<file path="config.mk">
export PLATFORM = sky130hd
export DESIGN_NAME = mem_arbiter
export DESIGN_NICKNAME = d
export VERILOG_FILES = /design/src/rtl/cache_pkg.sv /design/src/rtl/cpu_types_pkg.sv /design/src/rtl/mem_arbiter.sv
export SDC_FILE = /design/constraint.sdc
export NUM_CORES = 1
export LEC_CHECK = 0
export CAP_MARGIN = 10
export CORE_AREA = 2 2 104 106
export CTS_CLUSTER_DIAMETER = 30
export DETAILED_ROUTE_END_ITERATION = 12
export DIE_AREA = 0 0 106 108
export PLACE_DENSITY = 0.61
export SETUP_SLACK_MARGIN = 0.02
export SYNTH_ARGS = -nofsm -noshare
export SYNTH_HDL_FRONTEND = slang
export SYNTH_SLANG_ARGS = --single-unit
</file>
<file path="constraint.sdc">
create_clock -name CLK -period 1.7 [get_ports CLK]
set_input_delay 0.255 -clock CLK [delete_from_list [all_inputs] [get_ports CLK]]
set_output_delay 0.255 -clock CLK [all_outputs]
set_load 0.02 [all_outputs]
</file>
<file path="src/rtl/cache_pkg.sv">
// Cache-side types shared by the memory arbiter and its users.
package cache_pkg;

  // Arbiter FSM: idle, icache owns the RAM, dcache owns the RAM.
  typedef enum logic [1:0] {
    ARB_IDLE = 2'd0,
    ARB_IGNT = 2'd1,
    ARB_DGNT = 2'd2
  } arb_state_t;

  // Width of the icache starvation counter.
  localparam int unsigned STARVE_W = 3;

endpackage

</file>
<file path="src/rtl/cpu_types_pkg.sv">
// CPU-wide shared types: the RAM handshake status seen by the memory arbiter.
package cpu_types_pkg;

  // RAM status: ACCESS marks the cycle in which the requested word is done.
  typedef enum logic [1:0] {
    FREE   = 2'd0,
    BUSY   = 2'd1,
    ACCESS = 2'd2,
    ERROR  = 2'd3
  } ramstate_t;

endpackage

</file>
<file path="src/rtl/mem_arbiter.sv">
// Memory arbiter: shares one RAM port between icache and dcache.
// dcache normally wins; after STARVE_MAX back-to-back dcache completions
// with icache waiting, icache is forced through once.
module mem_arbiter
  import cpu_types_pkg::*;
  import cache_pkg::*;
#(
  parameter int unsigned STARVE_MAX = 4
) (
  input  logic        CLK,
  input  logic        RST,
  input  logic        iREN,
  input  logic [31:0] iaddr,
  output logic [31:0] iload,
  output logic        iwait,
  input  logic        dREN,
  input  logic        dWEN,
  input  logic [31:0] daddr,
  input  logic [31:0] dstore,
  output logic [31:0] dload,
  output logic        dwait,
  output logic        ramREN,
  output logic        ramWEN,
  output logic [31:0] ramaddr,
  output logic [31:0] ramstore,
  input  logic [31:0] ramload,
  input  ramstate_t   ramstate
);

  localparam logic [STARVE_W-1:0] STARVE_LIM = STARVE_W'(STARVE_MAX);

  arb_state_t          state_r;
  arb_state_t          next_state_s;
  logic [STARVE_W-1:0] starve_cnt_r;
  logic [STARVE_W-1:0] next_cnt_s;
  logic                d_req_s;
  logic                starve_full_s;
  logic                ren_s;
  logic                wen_s;
  logic [31:0]         addr_s;
  logic [31:0]         store_s;
  logic                iwait_s;
  logic                dwait_s;

  // Saturating increment of the starvation counter.
  function automatic logic [STARVE_W-1:0] sat_inc(input logic [STARVE_W-1:0] v);
    if (v >= STARVE_LIM) begin
      return STARVE_LIM;
    end else begin
      return v + {{(STARVE_W-1){1'b0}}, 1'b1};
    end
  endfunction

  assign d_req_s       = dREN | dWEN;
  assign starve_full_s = (starve_cnt_r == STARVE_LIM);
  assign iload         = ramload;
  assign dload         = ramload;

  // State and starvation counter registers; reset wins over any transition.
  always_ff @(posedge CLK) begin
    if (RST) begin
      state_r      <= ARB_IDLE;
      starve_cnt_r <= {STARVE_W{1'b0}};
    end else begin
      state_r      <= next_state_s;
      starve_cnt_r <= next_cnt_s;
    end
  end

  // Next-state, counter update and raw RAM/wait drive for the current owner.
  always_comb begin
    next_state_s = state_r;
    next_cnt_s   = starve_cnt_r;
    ren_s        = 1'b0;
    wen_s        = 1'b0;
    addr_s       = 32'h0000_0000;
    store_s      = 32'h0000_0000;
    iwait_s      = 1'b1;
    dwait_s      = 1'b1;
    case (state_r)
      ARB_IDLE: begin
        if (d_req_s && !(starve_full_s && iREN)) begin
          next_state_s = ARB_DGNT;
        end else if (iREN) begin
          next_state_s = ARB_IGNT;
        end else begin
          next_state_s = ARB_IDLE;
        end
      end
      ARB_IGNT: begin
        ren_s  = iREN;
        addr_s = iaddr;
        // A dropped request abandons the grant without completing.
        if (!iREN) begin
          next_state_s = ARB_IDLE;
        end else if (ramstate == ACCESS) begin
          iwait_s      = 1'b0;
          next_state_s = ARB_IDLE;
          next_cnt_s   = {STARVE_W{1'b0}};
        end else begin
          next_state_s = ARB_IGNT;
        end
      end
      ARB_DGNT: begin
        // Write takes priority if both strobes are up.
        wen_s   = dWEN;
        ren_s   = dREN & ~dWEN;
        addr_s  = daddr;
        store_s = dstore;
        if (!d_req_s) begin
          next_state_s = ARB_IDLE;
        end else if (ramstate == ACCESS) begin
          dwait_s      = 1'b0;
          next_state_s = ARB_IDLE;
          if (iREN) begin
            next_cnt_s = sat_inc(starve_cnt_r);
          end else begin
            next_cnt_s = {STARVE_W{1'b0}};
          end
        end else begin
          next_state_s = ARB_DGNT;
        end
      end
      default: begin
        next_state_s = ARB_IDLE;
      end
    endcase
  end

  // Force idle-looking outputs while reset is held, even mid-grant.
  always_comb begin
    if (RST) begin
      ramREN   = 1'b0;
      ramWEN   = 1'b0;
      ramaddr  = 32'h0000_0000;
      ramstore = 32'h0000_0000;
      iwait    = 1'b1;
      dwait    = 1'b1;
    end else begin
      ramREN   = ren_s;
      ramWEN   = wen_s;
      ramaddr  = addr_s;
      ramstore = store_s;
      iwait    = iwait_s;
      dwait    = dwait_s;
    end
  end

endmodule

</file>
; ---- Yosys cells after proc, flatten, opt, wreduce, memory -nomap -nowiden
; Index checks and enable logic that the tools add are counted.
; Widths: inputs -> output; s select.
[totals]
register_bits = 5
latchBits = 0
ramBits = 0
rom_bits = 0
output_inout_bits = 132
memories = 0
[op_classes]
add_sub_neg = 1
mul = 0
n_div = 0
n_lt_le_gt_ge = 1
n_eq_ne = 8
shifts = 0
muxes = 29
bitwise_logic = 3
reduce_logical = 6
[op_table]
columns = operator, n
row1 = $mux 32, 3
row2 = $pmux 32 s2, 1
row3 = $mux 3, 6
row4 = $mux 1, 13
row5 = $ne 2x2->1 const B, 4
row6 = $mux 2, 3
row7 = $pmux 2 s3, 1
row8 = $pmux 3 s2, 1
row9 = $reduce_and 5->1, 1
row10 = $eq 2x2->1 const B, 2
row11 = $add 3x1->3 const B, 1
row12 = $eq 3x3->1 const B, 1
row13 = $ge 3x3->1 const B, 1
row14 = $eq 2x1->1 const B, 1
row15 = $logic_and 1x1->1, 2
row16 = $logic_not 2->1, 1
row17 = $pmux 1 s2, 1
row18 = $reduce_bool 2->1, 1
row19 = $and 1x1->1, 1
row20 = $logic_not 1->1, 1
row21 = $not 1->1, 1
row22 = $or 1x1->1, 1

; ---- Longest topological paths before layout
; Gate-level depths: netlist of run 1.
[logic_depth]
word_depth = 6
mapped_depth = 6

; ---- Worst setup path before layout of run 1
; OpenSTA, ideal clock, no wires.
[synth_timing]
path_type = reg-to-output
from = register state_r[0]
to = output port ramaddr[10]
t_arrival_ns = 1.299
slack_ns = 0.146
stages_incl_launch_ff = 7
n_path_buf = 2
path_cell_list = dfxtp_1 > inv_1 > ha_1 > nand2b_1 > buf_2 > buf_2 > nor2_1
[synth_via]
elab_chain_cells = 3
word_cells_on_any_way = 4
cone_classes = eq/ne (2) / mux (2)
[synth_rtl]
columns = item, line
row1 = from (decl), mem_arbiter.sv:32  ; arb_state_t state_r;
row2 = from (signal assigned), mem_arbiter.sv:65  ; state_r <= next_state_s;
row3 = $eq 2x2->1 / $eq 2x1->1 (equally long branches), mem_arbiter.sv:80  ; case (state_r)
row4 = $pmux 32 s2 *, mem_arbiter.sv:80
row5 = $mux 32 *, mem_arbiter.sv:132  ; if (RST) begin
row6 = to (decl), mem_arbiter.sv:24  ; output logic [31:0] ramaddr,
; Every way passes the cells marked *; elsewhere a longest branch is shown, timed or not.

; ---- Worst setup path in the final report of run 1
[layout_timing]
from = register state_r[0]
to = output port iwait
[layout_via]
elab_chain_cells = 3
[layout_rtl]
columns = item, line
row1 = $eq 2x1->1, mem_arbiter.sv:80
row2 = $mux 1, mem_arbiter.sv:80
row3 = $mux 1, mem_arbiter.sv:132
row4 = to (decl), mem_arbiter.sv:15  ; output logic iwait,
; Every way passes these cells.

==> results of run 1 <==
[final timing paths]
| kind | to | slack [ps] |
|---|---|---|
| worst max-delay path | iwait | -100 |
| worst min-delay path | starve_cnt_r[0] | 500 |
| worst max register to register | starve_cnt_r[0] | 80 |
| worst min register to register | starve_cnt_r[0] | 500 |
[final cells by class]
| class | count | area (um2) |
|---|---|---|
| repair buffers | 196 | 2140 |
| well taps | 136 | 170 |
| multi-input cells | 135 | 1350 |
| fillers | 996 | 6400 |
| clock buffers | 4 | 45.0 |
| flip-flops and latches | 5 | 105 |
| inverters | 5 | 23.8 |
[power by group through the flow]
stage / combinational, mW / sequential (mW) / clock [mW]
final: 0.969 / 0.129 / 0.233
after global routing: 1.02 / 0.129 / 0.245
after CTS: 0.922 / 0.128 / 0.237
after detailed placement: 0.665 / 0.127 / 0
after global placement: 0.661 / 0.126 / 0
after floorplan: 0.469 / 0.126 / 0
[logic make-up (layout without fill, tap and decap cells)]
logic type                 count (synthesis)  in the layout
buffers and inverters                     85            205
and+or+nand+nor                           89             89
DFF                                        5              5
muxes                                      2              2
adders and majority gates                  6              6
AOI/OAI and AO/OA                         38             38
[per-layer routing]
| metal | global-route usage [%] | vias to the layer above |
|---|---|---|
| met5 | 0 | - |
| met4 | 5.45 | 0 |
| met3 | 4.64 | 21 |
| met2 | 31.8 | 158 |
| met1 | 12.3 | 888 |
| li1 | - | 922 |
[cell usage in the layout (no fill, tap or decap), types with 3 or more instances in the layout]
cell type / instances
buf_6: 71
buf_4: 13
nor2_2: 8
nand2b_1: 4
dfxtp_1: 3
clkbuf_8: 3
inv_1: 3
buf_12: 4
nand3b_1: 3
nor2_4: 24
ha_1: 3
a22oi_1: 6
a22oi_2: 26
ha_4: 3
clkdlybuf4s50_1: 101
nor2_1: 4
buf_16: 4
and2_4: 31
[critical path, stage by stage, from the launching register on]
cell and delay (ps):
dfxtp_2 360, buf_4 130, ha_4 170, nand2_2 60, or3_2 450, buf_6 150
[registers in the layout, summed over array words and instances, names as in the netlist]
signal and count:
state_r 2, starve_cnt_r 3
[what timing repair did]
| item | 4_1_cts | 5_1_grt |
|---|---|---|
| pin swaps | 30 | 17 |
| resized for setup | 499 | 39 |
| endpoints found under the setup margin | 70 | 71 |
| setup buffers | 3 | 0 |
| gates cloned | 7 | 2 |
[metrics by stage]
stage / setup TNS [ps] / std cells
6_report: -3070 / 481
5_1_grt: -6870 / 481
4_1_cts: -3490 / 479
3_5_place_dp: -25300 / 465
3_3_place_gp: -25130 / 465
2_1_floorplan: 0 / 225
==> impl_metrics.json, run 1 <==
{
  "synth.top_cell.area_share_pct": 31.4,
  "core_area_um2": 10200,
  "r2r-start": "state_r[0]",
  "ys_ff_latch": 5,
  "area_growth_pct": 146,
  "netlist_area_um2": 1550,
  "whs_ps": 495,
  "synth_xor_area_share_pct": 0,
  "cts_buffers": 3,
  "synthSimpleGateAreaFrac_pct": 30.8,
  "slew_headroom_pct": 79.7,
  "die_h_um": 108,
  "p_sw_share_pct": 36.4,
  "power_mw": 1.33,
  "layout_setup_ws_ps": -98.9,
  "h-tree-depth": 1,
  "final-hold-violation-count": 0,
  "cts_hold_buf": 0,
  "antenna_found_initial": 0,
  "crit_arrival_ps": 1540,
  "drv_slew": 0,
  "synthTopCellsByArea": "buf_4 (31%), a22oi_1 (15%), and2_1 (13%)",
  "drv_cap": 0,
  "ys.warnings.count": 0,
  "endpoint_kind": "output pin",
  "min_period_over_period_pct": 106,
  "dp_slack_ps": -446,
  "highest_layer": "met4",
  "violations": "negative setup slack",
  "combPwrFrac_pct": 72.8,
  "drtPass1Iterations": 4,
  "io_pins": 267,
  "grt-ovfl-total": 0,
  "peakVddDrop_uv": 226,
  "run_status": "complete, but fails checks",
  "routabilityCongestion": 0.738,
  "grt_pass1_wl_um": 12700,
  "utilization_pct": 37.4,
  "synth-seq-area-share_pct": 6.44,
  "synth_top_family_by_area": "buffers and inverters",
  "grt_max_degree": 31,
  "path_class": "flop to output pin",
  "clk_pin_slew_ps": 40,
  "rows": 37,
  "drive_above_1_share_pct": 58.6,
  "power.switching_mw": 0.485,
  "tightest_slew_ps": 305,
  "synthArstFlopShare_pct": 0,
  "avgSynthCellArea_um2": 6.91,
  "yosysMostFrequentCell": "buf_4",
  "vias": 1989,
  "io_buffers": 170,
  "viasPerCell": 4.14,
  "sequentialPowerShare_pct": 9.7,
  "p_per_area_nw_per_um2": 348,
  "grt_usage_pct": 14.8,
  "nets": 487,
  "synth_compound_area_share_pct": 19.1,
  "min-delay-start": "starve_cnt_r[0]",
  "p_int_mw": 0.846,
  "yosysUniqueCellTypes": 28,
  "r2r_cells": 7,
  "dieArea_um2": 11400,
  "setup_viol": 68,
  "crit_fanout": 3,
  "grt_pass1_vias": 2150,
  "period_needed_ps": 1800,
  "synth_cells": 225,
  "met3WireLength_um": 880,
  "synthesis.nets": 366,
  "fin_skew_ps": 5.12,
  "hold_class": "flop to flop",
  "totalWireLength_um": 8960,
  "hold_depth": 2,
  "ys.flop_type": "dfxtp_1",
  "antenna-diode-count": 0,
  "leakage_nw": 1.42,
  "initial_utilization_pct": 15.2,
  "fmax_ghz": 0.556,
  "pwr-share-clk_pct": 17.5,
  "drt_iter0_drc": 64,
  "worst_ep_required_time_ps": 1440,
  "wire_per_inst_um": 18.6,
  "clock_path_buffers": 2,
  "fin_area_um2": 3830,
  "cts_root_buffer": "clkbuf_8",
  "clock-sinks": 5,
  "startpoint": "state_r[0]",
  "synth_fa_ha_area_share_pct": 4.83,
  "wl_met2_um": 5120,
  "netlist.top_cell.by_area": "buf_4",
  "drcViolationCount": 0,
  "met1Wirelength_um": 2650,
  "worstSkewPairLatency_ps": 230,
  "synthTopCellsByCount": "buf_4 (65), nor2_1 (36), and2_1 (33)",
  "ant_nets": 0,
  "placed_area_um2": 3000,
  "synthMuxAreaShare_pct": 1.29,
  "dp_hpwl_um": 6550,
  "cts_tree": "built",
  "die_w_um": 106,
  "worstSetupStartpointType": "flop",
  "rsz0062_at_grt": "yes",
  "synth-edff-count": 0
}
Note: power is estimated with default switching activity, not from simulation.
==> run 2, diff against run 1 <==
Settings changed: GPL_ROUTABILITY_DRIVEN set to 0, SLEW_MARGIN set to 20.
==> results of run 2 <==
Final layout, timing and power as in run 1 (identical DEF).
==> run 3, diff against run 2 <==
Settings changed: CORE_AREA 2 2 104 106 to 2 2 105 107, DIE_AREA 0 0 106 108 to 0 0 107 109, PLACE_DENSITY 0.61 to 0.6.
Clock period 1.7 ns to 2.3 ns, I/O delays scaled along.
==> impl_metrics.json, run 3 (synthesized netlist as in run 1, its figures left out) <==
{
  "run_status": "finished clean",
  "h-tree-depth": 1,
  "cts_root_buffer": "clkbuf_8",
  "clock_path_buffers": 2,
  "drive_above_1_share_pct": 5.79,
  "grt_usage_pct": 10.5,
  "viasPerCell": 3.92,
  "antenna-diode-count": 0,
  "cts_hold_buf": 0,
  "antenna_found_initial": 0,
  "clock-sinks": 5,
  "setup_viol": 0,
  "multi_input_area_um2": 878,
  "fin_cells": 468,
  "max_stage_delay_ps": 340,
  "final_common_cell": "clkdlybuf4s50_1",
  "combPwrFrac_pct": 63.9,
  "n_fill_cell": 1174,
  "drv_slew": 0,
  "largestRegisters": "starve_cnt_r (3), state_r (2)",
  "drt_iter0_drc": 52,
  "grt_pass1_vias": 1860,
  "io_pins": 267,
  "r2r-start": "state_r[1]",
  "cts_buffers": 3,
  "min-delay-start": "starve_cnt_r[0]",
  "clk_pin_slew_ps": 40,
  "area_growth_pct": 89.9,
  "worstSetupStartpointType": "flop",
  "vias": 1835,
  "worst_ep_required_time_ps": 1960,
  "peakVddDrop_uv": 129,
  "crit_fanout": 36,
  "drcViolationCount": 0,
  "rows": 38,
  "tightest_slew_ps": 275,
  "min_period_over_period_pct": 90.9,
  "power.switching_mw": 0.238,
  "post_cts.repair.setup_buffers": 0,
  "drtPass1Iterations": 4,
  "hold_class": "flop to flop",
  "grt-ovfl-total": 0,
  "final_cell_mix": "clkdlybuf4s50_1 (102), dlygate4sd2_1 (68), nor2_1 (36)",
  "fmax_ghz": 0.478,
  "dp_hpwl_um": 5530,
  "wire_per_inst_um": 14.2,
  "utilization_pct": 27.8,
  "largest_reg_flops": 3,
  "rsz0062_at_grt": "no",
  "power_mw": 0.713,
  "r2r_slack_ps": 740,
  "fin_skew_ps": 0.976,
  "r2r_cells": 6,
  "die_w_um": 107,
  "worstSkewPairLatency_ps": 220,
  "leakage_nw": 1.33,
  "p_per_area_nw_per_um2": 241,
  "nets": 470,
  "ant_nets": 0,
  "die_h_um": 109,
  "setup_tns_ps": 0,
  "initial_utilization_pct": 14.7,
  "sequentialPowerShare_pct": 12.9,
  "io_buffers": 170,
  "hold_depth": 2,
  "path_class": "flop to output pin",
  "p_int_mw": 0.474,
  "r2r_end": "starve_cnt_r[1]",
  "post_cts_resized": 69,
  "seq_area_um2": 100,
  "grt_pass1_wl_um": 9430,
  "drv_cap": 0,
  "final-hold-violation-count": 0,
  "totalWireLength_um": 6620,
  "p_sw_share_pct": 33.5,
  "whs_endpoint": "starve_cnt_r[0]",
  "endpoint_kind": "output pin",
  "crit_path_cell_trace": "inv_1, ha_1, nor2b_2, buf_12, and2_1, dlygate4sd2_1",
  "largest-register": "starve_cnt_r",
  "dieArea_um2": 11700,
  "crit_arrival_ps": 1750,
  "cts_tree": "built",
  "slew_headroom_pct": 81.7,
  "post-place-cells": 464,
  "slowest_stage": "dlygate4sd2_1",
  "period_needed_ps": 2090,
  "pwr-share-clk_pct": 23.2,
  "core_area_um2": 10600,
  "grt_max_degree": 38
}
run 3: changes by cell type in the layout (fill, tap and decap cells not counted), sizes merged:
cell,previous run,this run
buf,93,9
clkdlybuf4s50,101,102
clkbuf,5,4
dlygate4sd2,1,68
run 3: worst max-delay path: cells and delay by family (launching register included):
kind                       cells  cell delay, ps
adders and majority gates      1             210
buffers and inverters          3             610
DFF                            1             320
and+or+nand+nor                2             380
run 3: per-stage QoR:
| step | setup slack (ps) | hold slack [ps] | instance area [um2] |
|---|---|---|---|
| CTS | 161 | 500 | 2950 |
| global route | 102 | 518 | 2950 |
| floorplan | 656 | 461 | 1550 |
| detailed placement | -94.8 | 496 | 2990 |
| finish | 209 | 492 | 2950 |
| global placement | -98.5 | 477 | 2990 |
run 3: power groups by stage:
stage	Sequential (mW)	Clock [mW]	Combinational (mW)
after global placement	0.0932	0	0.486
after CTS	0.0921	0.171	0.464
after detailed placement	0.0935	0	0.490
after floorplan	0.0929	0	0.347
final	0.0921	0.165	0.455
after global routing	0.0922	0.176	0.491
run 3: routing by layer:
layer	global-route usage, %	routed length (um)	vias up
met5	0	0	-
met4	5.01	142	0
met3	2.75	714	15
met2	20.8	3400	137
met1	9.92	2360	796
li1	-	-	887
run 3: worst max-delay path by stage:
stage                from            to  slack, ps  cells after the start
2_1_floorplan  state_r[0]   ramaddr[10]        660                      6
3_3_place_gp          RST  ramstore[30]       -100                      5
3_5_place_dp          RST  ramstore[30]        -90                      5
4_1_cts        state_r[0]  ramstore[30]        160                      6
5_1_grt        state_r[0]  ramstore[30]        100                      6
6_report       state_r[0]  ramstore[30]        210                      6
run 3: layout make-up:
class,instances,share of cell area (%)
Inverter,5,0.636
Multi-Input combinational cell,135,29.8
Clock buffer,4,1.53
Sequential cell,5,3.39
Tap cell,140,5.93
Timing Repair Buffer,179,58.8
